$ cat src/rtl/uart_pkg.sv
// uart_pkg: shared UART frame-state encoding and timing constants
package uart_pkg;
    localparam int UART_OVS   = 16;
    localparam int UART_DBITS = 8;
    typedef enum logic [2:0] {ST_IDLE, ST_START, ST_DATA, ST_PARITY, ST_STOP} uart_state_e;
endpackage

$ cat src/rtl/sync_2ff.sv
// sync_2ff: two-flop synchronizer for an asynchronous idle-high line
module sync_2ff (
    input  logic clk,
    input  logic rst,
    input  logic d,
    output logic q
);
    logic meta_q, sync_q;
    // Resets to 1 so a held line never looks like a start edge out of reset
    always_ff @(posedge clk or negedge rst)
        if (!rst) {sync_q, meta_q} <= 2'b11;
        else      {sync_q, meta_q} <= {meta_q, d};
    assign q = sync_q;
endmodule

$ cat src/rtl/uart_receiver.sv
// uart_receiver: 16x-oversampled UART receiver with odd parity and one stop bit
module uart_receiver
    import uart_pkg::*;
#(
    parameter int DBITS = UART_DBITS,
    parameter int OVS   = UART_OVS
) (
    input  logic             clk,
    input  logic             rst,
    input  logic             rx,
    input  logic             tick,
    output logic [DBITS-1:0] dout,
    output logic             rx_done,
    output logic             parity_err,
    output logic             frame_err
);
    logic rx_s;
    uart_state_e state_q, state_d;
    logic [3:0] tick_q, tick_d;
    logic [2:0] bit_q, bit_d;
    logic [DBITS-1:0] sh_q, sh_d, dout_q, dout_d;
    logic par_q, par_d, done_q, done_d, perr_q, perr_d, ferr_q, ferr_d;
    logic mid, last;

    sync_2ff u_sync (.clk(clk), .rst(rst), .d(rx), .q(rx_s));

    assign mid  = tick && tick_q == 4'(OVS/2-1);
    assign last = tick && tick_q == 4'(OVS-1);

    // Next-state logic: counters advance on tick only; every transition clears them
    always_comb begin
        state_d = state_q;
        tick_d  = tick ? tick_q + 4'd1 : tick_q;
        bit_d   = bit_q;
        sh_d    = sh_q;
        par_d   = par_q;
        dout_d  = dout_q;
        perr_d  = perr_q;
        ferr_d  = ferr_q;
        done_d  = 1'b0;
        case (state_q)
            ST_IDLE: begin
                tick_d = '0;
                bit_d  = '0;
                if (!rx_s) state_d = ST_START;
            end
            ST_START: if (mid) begin
                state_d = rx_s ? ST_IDLE : ST_DATA;
                tick_d  = '0;
            end
            ST_DATA: if (last) begin
                sh_d   = DBITS'({rx_s, sh_q} >> 1);
                tick_d = '0;
                bit_d  = bit_q == 3'(DBITS-1) ? '0 : bit_q + 3'd1;
                if (bit_q == 3'(DBITS-1)) state_d = ST_PARITY;
            end
            ST_PARITY: if (last) begin
                par_d   = rx_s;
                tick_d  = '0;
                state_d = ST_STOP;
            end
            ST_STOP: if (last) begin
                dout_d  = sh_q;
                perr_d  = par_q != ~^sh_q;
                ferr_d  = !rx_s;
                done_d  = 1'b1;
                tick_d  = '0;
                state_d = ST_IDLE;
            end
            default: state_d = ST_IDLE;
        endcase
    end

    // State and output registers; reset abandons any frame in flight
    always_ff @(posedge clk or negedge rst)
        if (!rst) begin
            state_q <= ST_IDLE;
            tick_q  <= '0;
            bit_q   <= '0;
            sh_q    <= '0;
            par_q   <= 1'b0;
            dout_q  <= '0;
            done_q  <= 1'b0;
            perr_q  <= 1'b0;
            ferr_q  <= 1'b0;
        end else begin
            state_q <= state_d;
            tick_q  <= tick_d;
            bit_q   <= bit_d;
            sh_q    <= sh_d;
            par_q   <= par_d;
            dout_q  <= dout_d;
            done_q  <= done_d;
            perr_q  <= perr_d;
            ferr_q  <= ferr_d;
        end

    assign dout       = dout_q;
    assign rx_done    = done_q;
    assign parity_err = perr_q;
    assign frame_err  = ferr_q;
endmodule

$ cat config.mk
export PLATFORM = sky130hd
export DESIGN_NAME = uart_receiver
export DESIGN_NICKNAME = d
export VERILOG_FILES = /design/src/rtl/uart_pkg.sv /design/src/rtl/sync_2ff.sv /design/src/rtl/uart_receiver.sv
export SDC_FILE = /design/constraint.sdc
export NUM_CORES = 1
export LEC_CHECK = 0
export CORE_UTILIZATION = 39
export DETAILED_ROUTE_END_ITERATION = 7
export PLACE_DENSITY = 0.57
export SYNTH_ARGS = -nofsm -noshare
export SYNTH_HDL_FRONTEND = slang
export SYNTH_SLANG_ARGS = --single-unit
$ cat constraint.sdc
create_clock -name clk -period 2.4 [get_ports clk]
set_input_delay 0.48 -clock clk [delete_from_list [all_inputs] [get_ports clk]]
set_output_delay 0.48 -clock clk [all_outputs]
set_load 0.02 [all_outputs]
Word-level counts from Yosys, hierarchy flattened
Cells that the tools add are included.
{"block": "totals", "in_bits": 4, "wordCells": 56, "reg_bits": 32, "output_inout_bits": 11}
{"block": "classes", "n_eq_ne": 14, "n_addsub": 2, "reduce_logical": 12, "mux": 17}
{"cell": "two-way mux 3 bit", "n": 8}
{"cell": "one-hot mux 3 bit (5 select lines)", "n": 1}
{"cell": "two-way mux 4 bit", "n": 3}
{"cell": "inequality test 2 bit, second input constant", "n": 6}
{"cell": "one-hot mux 4 bit (3 select lines)", "n": 1}
{"cell": "AND reduction 2 bit", "n": 4}
{"cell": "XNOR reduction 8 bit", "n": 1}
{"cell": "== test 3 x 2 -> 1 bit, second input constant", "n": 2}
{"cell": "== test 3 bit, second input constant", "n": 2}
{"cell": "one-hot mux 3 bit (2 select lines)", "n": 1}
{"cell": "AND reduction 6 bit", "n": 1}
{"cell": "adder 4 x 1 -> 4 bit, second input constant", "n": 1}
{"cell": "== test 4 x 3 -> 1 bit, second input constant", "n": 1}
{"cell": "== test 4 bit, second input constant", "n": 1}
{"cell": "adder 3 x 1 -> 3 bit, second input constant", "n": 1}
{"cell": "== test 3 x 1 -> 1 bit, second input constant", "n": 1}
{"cell": "zero test 3 bit", "n": 1}
{"cell": "OR reduction 3 bit", "n": 1}
{"cell": "logical AND 1 bit", "n": 2}
{"cell": "two-way mux 1 bit", "n": 2}
{"cell": "two-way mux 2 bit", "n": 1}
{"cell": "nonzero test 2 bit", "n": 1}
{"cell": "zero test 1 bit", "n": 1}
{"cell": "inequality test 1 bit", "n": 1}

Logic depth before layout (Yosys ltp)
{"block": "depth", "depth_word": 4, "mapped_depth": 6, "mapped_depth_nobuf": 6}

Cells and area by module
Synthesis repeated with hierarchy kept, for this count alone.
{"block": "hier_totals", "cells_unflattened": 116, "area_unflattened_um2": 1514.0}
{"module": "uart_receiver", "instances": 1, "cells_each": 114, "area_each_um2": 1461.4, "seq_area_each_um2": 750.7}
{"module": "sync_2ff", "instances": 1, "cells_each": 2, "area_each_um2": 52.6, "seq_area_each_um2": 52.6}

Worst setup path before layout
OpenSTA, ideal clock, no wires.
{"block": "synth_timing", "kind": "reg-to-reg", "startpoint": "reg tick_q[0]", "endpoint": "reg sh_q[0]", "slack_ps": 858, "path_buffers": 0, "stages_incl_launch_ff": 6, "t_required_ps": 2275, "synth_period_minus_slack_ps": 1542, "arrival_ps": 1417, "setup_ps": 125, "cell_sequence": "dfrtp_1 ha_1 and4_4 nand2_4 nor2_4 mux2_2"}
{"block": "synth_via", "elab_chain_cells": 3}
{"element": "start, declared", "line": "uart_receiver.sv:19", "rtl": "logic [3:0] tick_q, tick_d;"}
{"element": "start signal, assigned", "line": "uart_receiver.sv:88", "rtl": "tick_q <= tick_d;"}
{"element": "== test 4 bit", "line": "uart_receiver.sv:28", "rtl": "assign last = tick && tick_q == 4'(OVS-1);"}
{"element": "logical AND 1 bit", "line": "uart_receiver.sv:28"}
{"element": "AND reduction 2 bit (no source line)"}
{"element": "end signal, assigned", "line": "uart_receiver.sv:80", "rtl": "sh_q <= '0;"}
{"element": "end signal, assigned", "line": "uart_receiver.sv:90", "rtl": "sh_q <= sh_d;"}
{"element": "end, declared", "line": "uart_receiver.sv:21", "rtl": "logic [DBITS-1:0] sh_q, sh_d, dout_q, dout_d;"}
No other way between the ends.
A chain may end at the register's enable or synchronous reset.

Worst setup path in the final report
{"block": "layout_timing", "startpoint": "in tick", "endpoint": "reg sh_q[2]"}
{"block": "layout_via", "elab_chain_cells": 2}
{"element": "start, declared", "line": "uart_receiver.sv:11", "rtl": "input logic tick,"}
{"element": "logical AND 1 bit", "line": "uart_receiver.sv:28"}
{"element": "AND reduction 2 bit (no source line)"}
No other way between the ends.

==> results_dict.tcl <==
set metrics [dict create \
    final_nets 143 \
    fin_util_pct 48.4 \
    yosys_warnings 0 \
    grt_max_degree 33 \
    worst_ep_required_time_ps 2570 \
    dpl_cell_area_um2 1680 \
    insertion_delay_ps 280 \
    grt_pass1_vias 922 \
    synthSimpleGateAreaFrac_pct 12.5 \
    num_vias 926 \
    drive_gt1_share_pct 24.1 \
    core-area_um2 3690 \
    drtIter0Drc 23 \
    peakVddDrop_v 0.000478 \
    rsz0062_at_grt "no" \
    grt_first_pass_wirelength_um 4170 \
    gp_congestion 0.808 \
    first_pass_iters 4 \
    rows 22 \
    synth_xor_area_share_pct 5.57 \
    ys_seq_area_share_pct 53.4 \
    cp-start-kind "input pin" \
    finalHoldViolCount 0 \
    p_leak_nw 0.847 \
    final_cells 185 \
    h-tree-depth 2 \
    async_flop_share_pct 100 \
    slowest_delay_ps 530 \
    whs_ps 357 \
    viasPerCell 5.01 \
    antenna_found_initial 0 \
    wl_per_cell_um 12.7 \
    dieHeight_um 64.1 \
    crit_type "input pin to flop" \
    placed_cells 177 \
    finalWorstSetupSlack_ps 634 \
    antenna_left 0 \
    critical_path.top_delay_family "simple AND/OR/NAND/NOR gates" \
    post-route-period-util_pct 73.6 \
    relSlewSlack_pct 73.5 \
    finalPower_mw 1.40 \
    numPortBuffers 14 \
    initial_core_util_pct 40.8 \
    powerDensity_nw_per_um2 785 \
    worstMarginPinSlew_ps 397 \
    clock_sinks 32 \
    cts_hold_buf 0 \
    num_antenna_cells 0 \
    synth-compound-area-share_pct 8.74 \
    crit_chain "clkdlybuf4s50_1, and4_4, nand2_4, nor2_4, mux2_2" \
    max_freq_mhz 566 \
    synth_top_family_by_area "multiplexers" \
    cap_violations 0 \
    period_needed_ps 1770 \
    synth_edf_count 0 \
    synth_fa_ha_area_share_pct 2.50 \
    die_w_um 64.1 \
    worstHoldPathType "flop to flop" \
    cts_tree "yes" \
    clk_path_buf_depth 2 \
    clk_pin_slew_ps 60 \
    finalMaxSlewViolations 0 \
    setup_viol 0 \
    synth_nets 125 \
    cts-root-buf "clkbuf_8" \
    skew_ps 4.87 \
    timing.setup.tns_ps 0 \
    fp.dieArea_um2 4110 \
    cts_setup_buffers 0 \
    critPathCaptureType "flop" \
    preCtsSetupSlack_ps 327 \
    syn_to_final_growth_pct 18.8 \
    syn_area_um2 1500 \
    fillers 332 \
    cts_resized 0 \
    synth.distinct_cells 36 \
    cts_buffers 5 \
    globalRouteOverflowTotal 0 \
    top_level_ports 15 \
    synthCells 118 \
    final_common_cell "dfrtp_1" \
    fin_area_um2 1790 \
    dp_hpwl_um 1660 \
    routed_wl_um 2360 \
    ys_ff_latch 32 \
    synth-main-ff-cell "dfrtp_1" \
    outcome "completed" \
    drc 0 \
    path_max_fanout 8 \
    avgSynthCellArea_um2 12.7 \
    arrival_ps 1930 \
    slowest_stage "clkdlybuf4s50_1" \
    grtUsageTotal_pct 13.9 \
    final_cell_mix "dfrtp_1, clkdlybuf4s50_1, mux2_2" \
    muxShareOfSynthArea_pct 13.9 \
    cp.buffers_inverters 1 \
]
power by group:
group	leakage, nW	switching (mW)	internal [mW]
logic	0.365	0.109	0.109
registers	0.426	0.0867	0.598
clock network	0.0552	0.191	0.308
final timing paths:
path                            endpoint  slack [ps]           from  cells after the start
max in group asynchronous  u_sync.meta_q        1480            rst                      2
hold / removal                  u_sync.q         360  u_sync.meta_q                      0
min in group asynchronous      tick_q[3]         590            rst                      2
hold reg to reg                 u_sync.q         360  u_sync.meta_q                      0
setup reg to reg                 sh_q[2]         720      tick_q[0]                      5
setup / recovery                 sh_q[2]         630           tick                      5
cell families (layout without fill, tap and decap cells):
logic type / after synthesis / after routing
AO/OA/AOI/OAI: 19 / 19
XOR/XNOR: 8 / 8
adder cells (fa/ha/maj): 3 / 3
buffers and inverters: 8 / 27
flip-flops: 32 / 32
multiplexers: 17 / 17
AND/OR/NAND/NOR: 31 / 31
layer usage:
metal | vias to the layer above | track usage [%] | routed length, um
met2 | 16 | 22.2 | 1140
met3 | 7 | 4.29 | 85
met4 | 0 | 8.33 | 61
met5 | - | 0 | 0
met1 | 448 | 16.4 | 1070
li1 | 455 | - | -
flip-flops by register name, indices dropped and copies added (netlist names):
signal and flops:
dout 8, sh_q 8, tick_q 4, bit_q 3
state_q 3, frame_err 1, par_q 1, parity_err 1
rx_done 1, u_sync.meta_q 1, u_sync.q 1
Yosys cell counts (all sizes together) (2+ instances only):
| library cell | n | share of area, % |
|---|---|---|
| dfstp | 2 | 3.5 |
| nor3 | 3 | 1.0 |
| dfrtp | 30 | 50 |
| xnor2 | 5 | 2.9 |
| mux2 | 16 | 13 |
| inv | 3 | 0.75 |
| a21o | 2 | 1.0 |
| xor2 | 2 | 1.2 |
| a22o | 6 | 3.5 |
| nand2 | 8 | 2.5 |
| nor2 | 6 | 2.2 |
| o21ai | 3 | 1.0 |
| a21oi | 5 | 1.7 |
| nand3 | 5 | 2.5 |
| ha | 3 | 2.5 |
| buf | 5 | 2.7 |
| nand4 | 2 | 0.83 |
area by class of cell:
cell class / instances / area [um^2] / area share (%)
flip-flops and latches: 32 / 803 / 45.0
multi-input cells: 78 / 649 / 36.3
repair buffers: 16 / 155 / 8.68
clock buffers: 6 / 72.6 / 4.06
well taps: 48 / 60.1 / 3.36
clock inverters: 2 / 35.0 / 1.96
inverters: 3 / 11.3 / 0.630
Note: power is estimated with default switching activity, not from simulation.
